## src/rtl/sfq_rx_pkg.sv

```systemverilog
// Shared types and defaults for the SFQ stream receiver.
package sfq_rx_pkg;

  localparam int unsigned WORD_W_DEF     = 8;
  localparam int unsigned FIFO_DEPTH_DEF = 4;
  localparam int unsigned PAR_MAX_W      = 64;

  typedef enum logic [1:0] {
    IDLE   = 2'd0,
    DATA   = 2'd1,
    PARITY = 2'd2,
    STOP   = 2'd3
  } rx_state_t;

  // Even-parity bit over a zero-extended data word.
  function automatic logic even_parity(input logic [PAR_MAX_W-1:0] d);
    return ^d;
  endfunction

endpackage

```

## src/rtl/sfq_rx_fifo.sv

```systemverilog
// First-word-fall-through FIFO; a push into a full FIFO is accepted only
// when a pop happens in the same cycle.
module sfq_rx_fifo #(
  parameter int unsigned W     = 8,
  parameter int unsigned DEPTH = 4
) (
  input  logic                     clk,
  input  logic                     rst,
  input  logic                     push,
  input  logic                     pop,
  input  logic [W-1:0]             din,
  output logic [W-1:0]             dout,
  output logic                     full,
  output logic                     empty,
  output logic [$clog2(DEPTH):0]   level
);

  localparam int unsigned AW = $clog2(DEPTH);
  localparam int unsigned LW = AW + 1;

  logic [W-1:0]  mem [DEPTH];
  logic [AW-1:0] wr_ptr;
  logic [AW-1:0] rd_ptr;
  logic          pop_ok;
  logic          push_ok;

  assign empty   = (level == '0);
  assign full    = (level == LW'(DEPTH));
  assign pop_ok  = pop & ~empty;
  assign push_ok = push & (~full | pop_ok);
  assign dout    = mem[rd_ptr];

  always_ff @(posedge clk or posedge rst) begin
    if (rst) begin
      wr_ptr <= '0;
      rd_ptr <= '0;
      level  <= '0;
      for (int unsigned i = 0; i < DEPTH; i++) mem[i] <= '0;
    end else begin
      if (push_ok) begin
        mem[wr_ptr] <= din;
        wr_ptr      <= wr_ptr + AW'(1);
      end
      if (pop_ok) rd_ptr <= rd_ptr + AW'(1);
      level <= level + LW'(push_ok) - LW'(pop_ok);
    end
  end

endmodule

```

## src/rtl/sfq_stream_receiver.sv

```systemverilog
// Deframes a clocked SFQ slot stream (start, data LSB first, stop) into words
// queued in an FWFT FIFO. Define SFQ_RX_PARITY_EN to add an even-parity slot.
module sfq_stream_receiver
  import sfq_rx_pkg::*;
#(
  parameter int unsigned WORD_W     = WORD_W_DEF,
  parameter int unsigned FIFO_DEPTH = FIFO_DEPTH_DEF
) (
  input  logic                          clkin,
  input  logic                          rst,
  input  logic                          slot_en,
  input  logic                          pulse_in,
  output logic [WORD_W-1:0]             rx_data,
  output logic                          rx_valid,
  input  logic                          rx_ready,
  output logic                          frame_err,
  output logic                          overflow,
  input  logic                          clear_flags,
`ifdef SFQ_RX_PARITY_EN
  output logic                          parity_err,
`endif
  output logic [$clog2(FIFO_DEPTH):0]   fifo_level
);

  localparam int unsigned CW = (WORD_W > 1) ? $clog2(WORD_W) : 1;

  rx_state_t         state_q, state_d;
  logic [WORD_W-1:0] shift_q, shift_d;
  logic [CW-1:0]     cnt_q, cnt_d;
  logic              push_c;
  logic              ferr_c;
  logic              pop_c;
  logic              full_c;
  logic              empty_c;
  logic              drop_c;
`ifdef SFQ_RX_PARITY_EN
  logic              par_q, par_d;
  logic              perr_c;
`endif

  assign pop_c    = rx_valid & rx_ready;
  assign rx_valid = ~empty_c;
  // A full FIFO still takes the word when the consumer pops in the same cycle.
  assign drop_c   = push_c & full_c & ~pop_c;

  always_ff @(posedge clkin or posedge rst) begin
    if (rst) begin
      state_q    <= IDLE;
      shift_q    <= '0;
      cnt_q      <= '0;
      frame_err  <= 1'b0;
      overflow   <= 1'b0;
`ifdef SFQ_RX_PARITY_EN
      par_q      <= 1'b0;
      parity_err <= 1'b0;
`endif
    end else begin
      state_q   <= state_d;
      shift_q   <= shift_d;
      cnt_q     <= cnt_d;
      frame_err <= ferr_c;
      if (drop_c)           overflow <= 1'b1;
      else if (clear_flags) overflow <= 1'b0;
`ifdef SFQ_RX_PARITY_EN
      par_q <= par_d;
      if (perr_c)           parity_err <= 1'b1;
      else if (clear_flags) parity_err <= 1'b0;
`endif
    end
  end

  // Slot-driven deframer; holds whenever slot_en is low.
  always_comb begin
    state_d = state_q;
    shift_d = shift_q;
    cnt_d   = cnt_q;
    push_c  = 1'b0;
    ferr_c  = 1'b0;
`ifdef SFQ_RX_PARITY_EN
    par_d   = par_q;
    perr_c  = 1'b0;
`endif
    if (slot_en) begin
      case (state_q)
        IDLE: begin
          if (pulse_in) begin
            state_d = DATA;
            cnt_d   = '0;
            shift_d = '0;
          end
        end
        DATA: begin
          shift_d[cnt_q] = pulse_in;
          cnt_d          = cnt_q + CW'(1);
          if (cnt_q == CW'(WORD_W - 1)) begin
`ifdef SFQ_RX_PARITY_EN
            state_d = PARITY;
`else
            state_d = STOP;
`endif
          end
        end
`ifdef SFQ_RX_PARITY_EN
        PARITY: begin
          par_d   = pulse_in;
          state_d = STOP;
        end
`endif
        STOP: begin
          // A stop-slot pulse is an error, never a new start bit.
          state_d = IDLE;
          if (pulse_in) begin
            ferr_c = 1'b1;
`ifdef SFQ_RX_PARITY_EN
          end else if (par_q != even_parity(PAR_MAX_W'(shift_q))) begin
            perr_c = 1'b1;
`endif
          end else begin
            push_c = 1'b1;
          end
        end
        default: state_d = IDLE;
      endcase
    end
  end

  sfq_rx_fifo #(
    .W     (WORD_W),
    .DEPTH (FIFO_DEPTH)
  ) u_fifo (
    .clk   (clkin),
    .rst   (rst),
    .push  (push_c),
    .pop   (pop_c),
    .din   (shift_q),
    .dout  (rx_data),
    .full  (full_c),
    .empty (empty_c),
    .level (fifo_level)
  );

endmodule

```

## config.mk

```make
export PLATFORM = sky130hd
export DESIGN_NAME = sfq_stream_receiver
export DESIGN_NICKNAME = d
export VERILOG_FILES = /design/src/rtl/sfq_rx_pkg.sv /design/src/rtl/sfq_rx_fifo.sv /design/src/rtl/sfq_stream_receiver.sv
export SDC_FILE = /design/constraint.sdc
export NUM_CORES = 1
export LEC_CHECK = 0
export BUFFER_PORTS_ARGS = -buffer_cell sky130_fd_sc_hd__buf_2
export CORE_ASPECT_RATIO = 0.6
export CORE_UTILIZATION = 64
export DETAILED_ROUTE_END_ITERATION = 7
export PLACE_DENSITY_LB_ADDON = 0.12
export SETUP_SLACK_MARGIN = 0.4
export SLEW_MARGIN = 20
export SYNTH_ARGS = -nofsm -noshare
export SYNTH_HDL_FRONTEND = slang
export SYNTH_SLANG_ARGS = --single-unit
```

## constraint.sdc

```tcl
create_clock -name clkin -period 3.52 [get_ports clkin]
set_input_delay 0.704 -clock clkin [delete_from_list [all_inputs] [get_ports clkin]]
set_output_delay 0.704 -clock clkin [all_outputs]
set_load 0.05 [all_outputs]
```

# Yosys cells after proc, flatten, opt, wreduce, memory -nomap -nowiden
# Index checks and enable logic that the tools add are counted.
# classes
add_sub_neg,5
magnitude_cmp,5
eq_ne,6
n_mux,24
bitwise,11
n_reduce_logical,8
# op_table
cell,count
bitwise mux 32 bit,1
two-way mux 8 bit,4
binary-select mux 8 bit (select 2 bit),1
demux 8 bit (select 2 bit),1
case mux 8 bit (2 select lines),1
two-way mux 1 bit,9
bitwise mux 8 bit,1
"== test 3 bit, second input constant",2
">= comparator 3 bit, second input constant",2
inverter 2 -> 3 bit,2
case mux 3 bit (2 select lines),1
AND reduction 3 bit,2
bitwise AND 1 bit,5
"adder 2 x 1 -> 2 bit, second input constant",2
"less-than comparator 3 x 4 -> 1 bit, second input constant",1
two-way mux 2 bit,2
"inequality test 2 bit, second input constant",2
case mux 2 bit (2 select lines),1
nonzero test 2 bit,2
adder 3 x 1 -> 3 bit,1
"adder 3 x 1 -> 3 bit, second input constant",1
demux 1 bit (select 3 bit),1
">= comparator 3 x 1 -> 1 bit, second input constant",1
logical NOT 3 bit,1
9 further kinds,12
# word_totals
ff_bits,54
inputBits,6
out_inout_bits,14
wordCells,71

# Logic depth before layout (Yosys ltp)
# Gate-level depths: netlist of run 1.
# depth
word_depth,8
depth_mapped,10
mapped_depth_nobuf,8

# Modules after synthesis
# A second synthesis of run 1 with hierarchy kept.
# unflattened
cells_unflattened,186
hier_area_um2,2585.0
# modules_own_cells
module,instances,cells_each,area_per_inst_um2,seq_area_each_um2
sfq_rx_fifo,1,113,1791.7,975.9
sfq_stream_receiver,1,73,793.3,375.4

# Worst setup path before layout of run 1
# OpenSTA, ideal clock, no wires.
# synth_timing
path_kind,flip-flop to flip-flop
startpoint,reg u_fifo.level[1]
endpoint,reg u_fifo.level[2]
setup_time_ns,0.144
t_arrival_ns,2.355
t_required_ns,3.376
path_slack_ns,1.021
stages_incl_launch_ff,9
path_buffers,0
period_less_slack_ns,2.499
cell_sequence,dfrtp_1 or3_1 nand2_1 mux2i_1 ha_1 inv_1 fa_1 xnor2_1 xnor2_1
# synth_between
elab_chain_cells,8
elab_cells_between_ends,10
classes_between,add/sub (2); eq/ne (1); bitwise (6); reduce/logical (1)
# synth_lines
element,line_no,rtl
start: declaration,sfq_rx_fifo.sv:15,output logic [$clog2(DEPTH):0] level
start signal: assignment,sfq_rx_fifo.sv:45,level <= level + LW'(push_ok) - LW'(pop_ok);
logical NOT 3 bit *,sfq_rx_fifo.sv:27,assign empty = (level == '0);
inverter 1 bit *,sfq_stream_receiver.sv:42,assign rx_valid = ~empty_c;
named net rx_valid,sfq_stream_receiver.sv:14,"output logic rx_valid,"
bitwise AND 1 bit,sfq_stream_receiver.sv:41,assign pop_c = rx_valid & rx_ready;
bitwise AND 1 bit *,sfq_rx_fifo.sv:29,assign pop_ok = pop & ~empty;
OR 1 bit,sfq_rx_fifo.sv:30,assign push_ok = push & (~full | pop_ok);
bitwise AND 1 bit,sfq_rx_fifo.sv:30,
adder 3 x 1 -> 3 bit,sfq_rx_fifo.sv:45,
subtractor 3 x 1 -> 3 bit *,sfq_rx_fifo.sv:45,
# Mark *: on every way through the listed nets, which the timed path passes. The rest lies on a longest branch.
# A chain may end at the register's enable or synchronous reset.

# Worst setup path in the final report of run 1
# layout_timing
startpoint,reg u_fifo.rd_ptr[0]
endpoint,out rx_data[6]
# layout_between
elab_chain_cells,4
# layout_lines
element,line_no,rtl
start: declaration,sfq_rx_fifo.sv:23,logic [AW-1:0] rd_ptr;
start signal: assignment,sfq_rx_fifo.sv:44,if (pop_ok) rd_ptr <= rd_ptr + AW'(1);
inverter 2 -> 3 bit (implied by the code),sfq_rx_fifo.sv:31,assign dout = mem[rd_ptr];
binary-select mux 8 bit (select 2 bit),sfq_rx_fifo.sv:31,
two-way mux 8 bit (implied by the code) (2 in series),sfq_rx_fifo.sv:31,
end: declaration,sfq_stream_receiver.sv:13,"output logic [WORD_W-1:0] rx_data,"
# Every way passes these cells. The select of a mux whose other input is x is not followed.

==> results of run 1 <==
==> power breakdown <==
part           total (mW)  switching (mW)  internal [mW]
sequential          0.867           0.173          0.694
combinational       0.399           0.217          0.182
clock               0.405           0.196          0.210
total                1.67           0.586           1.09
==> stage by stage <==
stage	area (µm²)	hold slack, ps
after floorplan	2585	459.4
after global placement	2688	469.6
after detailed placement	2688	488.5
after CTS	2796	510.2
after global routing	2798	528.5
final	2798	508.5
==> state kept, by name (all words and copies together) (netlist names) <==
name	count
state_q	2
shift_q	8
u_fifo.wr_ptr	2
overflow	1
u_fifo.level	3
cnt_q	3
frame_err	1
u_fifo.rd_ptr	2
u_fifo.mem	32
==> worst paths after layout <==
check                                      start              end  slack, ps  cells past startpoint
min in group asynchronous                    rst   u_fifo.mem[21]        550                      2
max in group asynchronous                    rst    u_fifo.mem[7]       2450                      2
worst min-delay path              u_fifo.mem[13]   u_fifo.mem[13]        510                      1
worst max-delay path            u_fifo.rd_ptr[0]       rx_data[6]        930                      2
worst min register to register    u_fifo.mem[13]   u_fifo.mem[13]        510                      1
worst max register to register        state_q[0]  u_fifo.level[2]       1020                      8
==> kinds of logic (layout without fill, tap and decap cells) <==
logic type,Yosys count,after routing,synth area share
xor+xnor,5,5,0.01694
fa+ha+maj,8,8,0.04163
simple gates,29,29,0.09052
flops,54,54,0.5228
compound gates,24,24,0.06631
mux,42,42,0.2173
buf+inv,27,44,0.04453
==> layer usage <==
metal	track usage	up-vias	wire length, µm
met1	0.3523	797	2233
met2	0.4235	34	2241
met5	0	-	0
met4	0.08046	0	64
li1	-	719	-
met3	0.05008	9	151
==> cells in the final DEF, fill, tap and decap left out, drive strengths merged, types with 2 or more instances in the layout <==
cell	instances
nand2	3
nand3b	3
buf	19
nand3	7
dfrtp	54
a32o	2
mux4	8
o21ai	3
a211oi	7
nand2b	3
or3b	3
inv	16
clkbuf	5
o22ai	7
xnor2	5
mux2	33
ha	7
clkinv	3
o31ai	3
nor2	2
==> cell type report <==
type                    count  share of cell area
flip-flops and latches     54              0.4830
multi-input cells         108              0.3998
repair buffers             19             0.03399
clock buffers               5             0.02460
inverters                  17             0.02326
well taps                  47             0.02102
clock inverters             3             0.01431
==> worst max-delay path: cells and delay by family, from the launching register on <==
kind	cells	cell delay, ps
buffers and inverters	1	230
flip-flops	1	760
multiplexers	1	590
==> summary.txt, run 1 <==
Synth
  – Netlist cell types: 36
  – Synth area leaders: dfrtp_1 52%, mux2_2 14%, mux4_2 7.0%
  – Synth warnings: 0
  – Synth Instances: 189
  – Synth Cell Area: 2585 µm²
  – Net Count, Synth: 203
  – Synth area leader: dfrtp_1
  – EDFF count, synth: 0
  – Synth top cells by count: 54 x dfrtp_1, 31 x mux2_2, 17 x inv_1, 8 x mux4_2
  – Yosys reg bits: 54
  – Mapped Avg Cell Area: 13.68 µm²
  – Top_reg_cell synth: dfrtp_1
  – Most frequent cell after synthesis: dfrtp_1
  – Yosys top cell area share: 0.5227
  – Register area share after synthesis: 0.5227
  – Ys async rst share: 1.000

Die
  – Row cnt: 17
  – Starting density of the core: 0.6866
  – Core ar.: 3765 µm²
  – Die H: 51.23 µm
  – Die Span X: 84.05 µm
  – # IOs: 20
  – Die area: 4306 µm²

GRT
  – Largest net degree at the start of global routing: 55
  – Total grt overflow: 0
  – Antenna violations before repair: 0
  – First-pass GRT wire length: 7997 µm
  – Tot GR Track Use: 0.2563
  – Number of global-route vias before repair: 1572

Hold path
  – Worst hold path class: flip-flop to flip-flop

Detailed routing
  – DR vias: 1559
  – Post-route DRC: 0
  – DR WL/cell: 18.54 µm
  – DRT Wirelength: 4691 µm
  – Starting DRT DRC Count: 73
  – Antenna-violating nets left: 0
  – DRT Pass-1 Iters: 4
  – Post-DR vias/cell: 6.162

Clock tree
  – H-tree Lvls: 2
  – Skew-Pair Late Insertion Delay: 300 ps
  – Clk root buf: clkbuf_8
  – CTS Buffer Depth: 2
  – CTS clk-pin slew, worst paths: 90 ps
  – TritonCTS clock tree: built
  – CTS buffer count: 5
  – Number of clock sinks: 54
  – Number of hold buffers added after cts: 0
  – Post CTS Setup Buffer Count: 0
  – Post-CTS sizing: 0

STA
  – Final period util: 0.7347
  – Worst Tran Pin Value: 888.5 ps
  – Final Hold Violating Endpoints: 0
  – Setup violations, final: 0
  – Setup_tns: 0 ps
  – Slew HR: 0.4070
  – Final setup margin: 933.7 ps
  – RSZ-0062 raised after global routing: false
  – Fmax: 0.3867 GHz
  – Final Skew: 3.442 ps
  – Fin. max-slew vios: 0
  – Minimum clock period: 2586 ps

Finish
  – Area of the multi-input gates: 1119 µm²
  – Ant diodes: 0
  – Non-Filler Instances: 253
  – Area grow syn2layout: 8.228%
  – Sequential standard cell area: 1351 µm²
  – NumNets Final: 219
  – Ratio of cells with drive above 1 in the final layout: 0.3641
  – Util after Layout: 0.7431
  – Fill count: 239

Placement
  – GP Congestion: 0.7834
  – Port Buf Inserts: 19
  – Dpl ws: 834.1 ps
  – HPWL after DPL: 3330 µm
  – DP Cell Count: 245

Flow run
  – Max Cap Viol: 0

Power and ir drop
  – Post-layout power: 1.672 mW
  – VDD IR max: 0.3513 mV
  – Leakage: 1.330 nW
  – P per Cell Area: 597.5 nW/µm²

Worst setup path
  – CP Launch Type: flip-flop
  – Worst path required time: 2820 ps
  – CP Class: flip-flop to output pin
  – Critical-path cell list: mux4_2 > buf_2
  – Crit path max fanout: 10
  – CP peak stage delay: 760 ps
  – CP max-delay cell: dfrtp_1
  – Setup crit end kind: output pin
  – Arr. time, crit path: 1880 ps

Outcome
  – Outcome: completed
(Power assumes the default switching activity.)
==> run 2: changes to the inputs <==
--- a/config.mk
+++ b/config.mk
@@ -5,9 +5,10 @@
 export SDC_FILE = /design/constraint.sdc
 export NUM_CORES = 1
 export LEC_CHECK = 0
+export ABC_AREA = 1
 export BUFFER_PORTS_ARGS = -buffer_cell sky130_fd_sc_hd__buf_2
 export CORE_ASPECT_RATIO = 0.6
-export CORE_UTILIZATION = 64
+export CORE_UTILIZATION = 59
 export DETAILED_ROUTE_END_ITERATION = 7
 export PLACE_DENSITY_LB_ADDON = 0.12
 export SETUP_SLACK_MARGIN = 0.4
==> constraint.sdc (replaced) <==
create_clock -name clkin -period 2.68 [get_ports clkin]
set_input_delay 0.536 -clock clkin [delete_from_list [all_inputs] [get_ports clkin]]
set_output_delay 0.536 -clock clkin [all_outputs]
set_load 0.05 [all_outputs]
==> run 2 against run 1 <==
  * Core utilization decreased by 5.4 points
  * Worst setup slack got worse by 420 ps
  * Critical endpoint is now rx_data[1]
  * Largest power group is now combinational cells
  * Critical path depth increased by 2
  * Via count increased by 42%
  * Cell area increased by 4.3%
  * Largest cell class unchanged
  * Cell count increased by 61%
==> summary.txt, run 2 <==
Outcome
  – Outcome: completed

STA
  – Final Skew: 11.01 ps
  – Slew HR: 0.6654
  – Fin. max-slew vios: 0
  – Minimum clock period: 2168 ps
  – RSZ-0062 raised after global routing: false
  – Final setup margin: 511.6 ps
  – Fmax: 0.4612 GHz
  – Setup_tns: 0 ps
  – Worst Tran Pin Value: 500.1 ps
  – Final period util: 0.8091
  – Setup violations, final: 0
  – WHS: 259.0 ps
  – Final Hold Violating Endpoints: 0

Detailed routing
  – Post-DR vias/cell: 5.452
  – DRT Pass-1 Iters: 4
  – DR vias: 2219
  – Post-route DRC: 0
  – DR WL/cell: 14.42 µm
  – DRT Wirelength: 5870 µm
  – Starting DRT DRC Count: 208
  – Antenna-violating nets left: 0

Worst setup path
  – Crit path max fanout: 10
  – Critical-path cell list: inv_2 > o21ai_0 > o22ai_1 > buf_2
  – CP top delay family: flip-flops
  – Arr. time, crit path: 1630 ps
  – CP bufs+invs: 2
  – CP max-delay cell: dfrtp_1
  – Setup crit end kind: output pin
  – Worst path required time: 2140 ps
  – CP Launch Type: flip-flop
  – CP Class: flip-flop to output pin
  – CP peak stage delay: 540 ps

Placement
  – Dpl ws: 713.2 ps
  – Port Buf Inserts: 19
  – GP Congestion: 0.8120
  – HPWL after DPL: 4057 µm

Clock tree
  – H-tree Lvls: 2
  – TritonCTS clock tree: built
  – Number of clock sinks: 54
  – Skew-Pair Late Insertion Delay: 310 ps
  – Clk root buf: clkbuf_8
  – CTS clk-pin slew, worst paths: 100 ps
  – Post CTS Setup Buffer Count: 0
  – CTS Buffer Depth: 2
  – CTS buffer count: 5

Power and ir drop
  – Clock group share of total power: 0.176
  – Leakage: 1.609 nW
  – VDD IR max: 0.4181 mV
  – Post-layout power: 2.756 mW
  – P_int: 1.450 mW
  – Net switching share of the total power: 0.4737
  – Sequential power share: 0.390
  – Psw: 1.306 mW
  – Comb power frac: 0.434
  – P per Cell Area: 944.2 nW/µm²

Finish
  – Ant diodes: 0
  – Max reg flops: 32
  – Most frequent cells in the layout: 116 x nand2_1, 53 x dfrtp_1, 32 x nand4_1, 25 x inv_1, 23 x nor2_1
  – Commonest non-fill, non-tap cell in the layout: nand2_1
  – NumNets Final: 360
  – Ratio of cells with drive above 1 in the final layout: 0.1153
  – Biggest regs: u_fifo.mem x32, shift_q x8
  – Top reg by flops: u_fifo.mem
  – Util after Layout: 0.6894
  – Area grow syn2layout: 8.815%

Die
  – Die Span X: 89.05 µm
  – Starting density of the core: 0.6336
  – Die area: 4829 µm²
  – Row cnt: 18
  – # IOs: 20
  – Die H: 54.23 µm
  – Core ar.: 4234 µm²

Synth
  – Most frequent cell after synthesis: nand2_1
  – Yosys reg bits: 54
  – Net Count, Synth: 346
  – Synth Instances: 332
  – EDFF count, synth: 0
  – Yosys top cell area share: 0.5037
  – Synth area leaders: dfrtp_1 50%, nand2_1 16%, nand4_1 7.5%
  – Synth warnings: 0
  – Netlist cell types: 17
  – Register area share after synthesis: 0.5037
  – Ys async rst share: 1.000
  – Synth area leader: dfrtp_1
  – Mapped Avg Cell Area: 8.080 µm²
  – Synth Cell Area: 2683 µm²
  – Synth top cells by count: 117 x nand2_1, 54 x dfrtp_1, 32 x nand4_1, 28 x inv_1, 23 x nor2_1
  – Top_reg_cell synth: dfrtp_1

GRT
  – Total grt overflow: 0
  – First-pass GRT wire length: 9818 µm
  – Largest net degree at the start of global routing: 55
  – Number of global-route vias before repair: 1952
  – Antenna violations before repair: 0
  – Tot GR Track Use: 0.2827

Flow run
  – Max Cap Viol: 0

Hold path
  – Worst hold path class: input pin to asynchronous set/reset pin
==> run 2: cell count changes after synthesis, moves of 4 or more <==
cell / before / now
o22ai_1: 7 / 11
mux2_2: 31 / 0
nand2_1: 3 / 117
nand3_1: 3 / 14
nand3_4: 4 / 0
buf_2: 2 / 7
o21ai_0: 3 / 20
inv_1: 17 / 28
a211oi_1: 7 / 0
nor2_1: 2 / 23
buf_4: 1 / 5
nand4_1: 1 / 32
mux4_2: 8 / 0
==> run 2: worst paths after layout <==
check,cells after the start,from,end,slack (ps)
setup reg to reg,6,state_q[0],u_fifo.mem[13],730
setup / recovery,4,u_fifo.rd_ptr[1],rx_data[1],510
max in group asynchronous,3,rst,u_fifo.mem[10],2170
hold reg to reg,2,u_fifo.mem[10],u_fifo.mem[10],480
hold / removal,3,rst,u_fifo.mem[19],260
min in group clkin,2,clear_flags,overflow,410
==> run 2: through the flow <==
step | cell area (µm²) | instances
after floorplan | 2686 | 332
after global placement | 2815 | 399
after detailed placement | 2815 | 399
after CTS | 2915 | 407
after global routing | 2919 | 407
final | 2919 | 407
==> run 2: logic make-up after synthesis <==
family / synth area share
AND/OR/NAND/NOR: 0.3064
flip-flops: 0.5037
buffers and inverters: 0.07323
AO/OA/AOI/OAI: 0.06670
adder cells (fa/ha/maj): 0.04011
XOR/XNOR: 0.009797
==> run 2: what timing repair did <==
| item | CTS | global route |
|---|---|---|
| hold endpoints to repair | 0 | 0 |
| hold buffers | 0 | 0 |
| gates resized for setup | 1 | 1 |
| endpoints found under the setup margin | 1 | 7 |
==> run 2: power by group through the flow <==
stage / registers [mW] / logic, mW / clock network, mW
6_report: 1.07 / 1.20 / 0.485
5_1_grt: 1.09 / 1.33 / 0.534
4_1_cts: 1.07 / 1.20 / 0.494
3_5_place_dp: 1.08 / 1.19 / 0
3_3_place_gp: 1.08 / 1.18 / 0
2_1_floorplan: 1.11 / 0.883 / 0
==> run 2: area by class of cell <==
| class | instances | area, µm² |
|---|---|---|
| Inverter | 28 | 108.9 |
| Sequential cell | 54 | 1353 |
| Tap cell | 60 | 75.07 |
| Clock inverter | 2 | 17.52 |
| Clock buffer | 6 | 82.58 |
| Timing Repair Buffer | 24 | 145.1 |
| Multi-Input combinational cell | 233 | 1137 |
| Fill cell | 336 | 1315 |
==> run 2: layer usage <==
metal	global-route usage	routed length [µm]	vias to the layer above
li1	-	-	1114
met1	0.4291	2900	1027
met2	0.4038	2456	72
met3	0.07089	479	6
met4	0.07672	34	0
met5	0	0	-
==> run 2: worst min-delay path, cell delays in order <==
cell	delay [ps]
buf_2	100
inv_2	60
buf_12	260
==> run 3: changes to the inputs <==
==> constraint.sdc (replaced) <==
create_clock -name clkin -period 2 [get_ports clkin]
set_input_delay 0.4 -clock clkin [delete_from_list [all_inputs] [get_ports clkin]]
set_output_delay 0.4 -clock clkin [all_outputs]
set_load 0.05 [all_outputs]
==> run 3 against run 2 <==
  * Register-to-register slack got worse by 490 ps
  * Total power rose by 71%
  * Global-route usage rose by 2.9 points
  * Cell count rose by 3.2%
  * Combinational power rose by 120%
  * Largest cell class is now multi-input combinational cells
  * Largest power group unchanged
==> summary.txt, run 3 (same netlist as run 2, synthesis figures left out) <==
Detailed routing
  – DRT Wirelength: 6925 µm
  – Antenna-violating nets left: 0
  – DR vias: 2466
  – Starting DRT DRC Count: 235
  – DRT Pass-1 Iters: 4
  – Post-route DRC: 0
  – DR WL/cell: 16.49 µm
  – Post-DR vias/cell: 5.871

Placement
  – Port Buf Inserts: 19
  – GP Congestion: 0.8690
  – DP Cell Count: 404
  – HPWL after DPL: 4332 µm
  – Post-DP Area: 2989 µm²

Finish
  – Area of the multi-input gates: 1408 µm²
  – Max reg flops: 32
  – Most frequent cells in the layout: 113 x nand2_1, 50 x dfrtp_1, 32 x nand4_1, 22 x inv_1, 14 x buf_4
  – Sequential standard cell area: 1356 µm²
  – Ratio of cells with drive above 1 in the final layout: 0.2583
  – Fill count: 256
  – Commonest non-fill, non-tap cell in the layout: nand2_1
  – NumNets Final: 374
  – Design area: 3386 µm²
  – Area grow syn2layout: 26.21%
  – Top reg by flops: u_fifo.mem
  – Biggest regs: u_fifo.mem x32, shift_q x8
  – Ant diodes: 0
  – Non-Filler Instances: 420

Outcome
  – Outcome: completed

Flow run
  – Max Cap Viol: 0

STA
  – Final Skew: 7.622 ps
  – Slew HR: 0.7542
  – Fmax: 0.5414 GHz
  – Final period util: 0.9236
  – Setup violations, final: 0
  – Setup_tns: 0 ps
  – RSZ-0062 raised after global routing: true
  – Fin. max-slew vios: 0
  – Final Hold Violating Endpoints: 0
  – Minimum clock period: 1847 ps
  – Worst Tran Pin Value: 368.7 ps
  – WHS: 45.54 ps

GRT
  – Total grt overflow: 0
  – First-pass GRT wire length: 10720 µm
  – Largest net degree at the start of global routing: 43
  – Number of global-route vias before repair: 2179
  – Antenna violations before repair: 0
  – Tot GR Track Use: 0.3115

Clock tree
  – CTS Buffer Depth: 2
  – TritonCTS clock tree: built
  – H-tree Lvls: 2
  – CTS clk-pin slew, worst paths: 90 ps
  – Number of clock sinks: 54
  – Skew-Pair Late Insertion Delay: 320 ps
  – CTS buffer count: 5
  – Number of hold buffers added after cts: 0
  – Clk root buf: clkbuf_8

Power and ir drop
  – VDD IR max: 0.6906 mV
  – Leakage: 1.736 nW
  – P per Cell Area: 1393 nW/µm²

Die
  – Die Span X: 89.05 µm
  – Core ar.: 4234 µm²
  – Die H: 54.23 µm
  – # IOs: 20
  – Row cnt: 18
  – Die area: 4829 µm²
  – Starting density of the core: 0.6336

Worst setup path
  – CP Launch Type: flip-flop
  – FF-to-FF setup slack: 240 ps
  – Worst R2R Path Depth: 8
  – CP Class: flip-flop to output pin
  – Setup crit end kind: output pin
  – Launching point of the worst reg2reg path: u_fifo.level[0]
  – Critical R2R Capture: u_fifo.level[1]
  – Arr. time, crit path: 1450 ps
  – Crit path max fanout: 13
  – Worst path required time: 1600 ps

Hold path
  – Worst hold path class: input pin to asynchronous set/reset pin
run 3: repair_timing:
action                                  CTS  global route
resized for setup                        65            17
pin swaps                                 4             6
endpoints found under the setup margin   27            47
buffers inserted                          5             4
run 3: layout make-up:
| class | instances | area share |
|---|---|---|
| sequential | 54 | 0.4006 |
| clock buffer | 7 | 0.02550 |
| multi-input combinational | 233 | 0.4157 |
| timing repair buffer | 38 | 0.1024 |
| inverter | 28 | 0.03363 |
| tap | 60 | 0.02217 |
run 3: worst max-delay path: stages, from the launching register on:
cell,delay [ps]
dfrtp_2,470
buf_12,210
o21ai_2,100
o22ai_4,160
buf_6,180
run 3: worst max path at each step:
stage / start / endpoint / cells after the start
2_1_floorplan: u_fifo.level[0] / u_fifo.level[2] / 8
3_3_place_gp: slot_en / u_fifo.mem[12] / 7
3_5_place_dp: slot_en / u_fifo.mem[3] / 7
4_1_cts: u_fifo.rd_ptr[0] / rx_data[1] / 4
5_1_grt: u_fifo.rd_ptr[0] / rx_data[4] / 4
6_report: u_fifo.rd_ptr[0] / rx_data[3] / 4
run 3: layer usage:
metal,track usage,share of wire,vias up
li1,-,-,1143
met1,0.4331,0.44,1193
met5,0,0,-
met3,0.06637,0.070,19
met2,0.4872,0.46,111
met4,0.1243,0.023,0
run 3: stage by stage:
stage	util	power [mW]	setup WS (ps)
floorplan	-	3.034	136.4
global placement	0.7060	3.409	277.3
detailed placement	0.7060	3.435	204.9
CTS	0.7790	4.526	161.5
global route	0.7996	4.960	112.9
finish	0.7996	4.715	152.9
run 3: power by group:
| group | internal, mW | total [mW] | switching, mW |
|---|---|---|---|
| clock network | 0.276 | 0.630 | 0.355 |
| registers | 1.23 | 1.43 | 0.196 |
| logic | 0.986 | 2.65 | 1.67 |
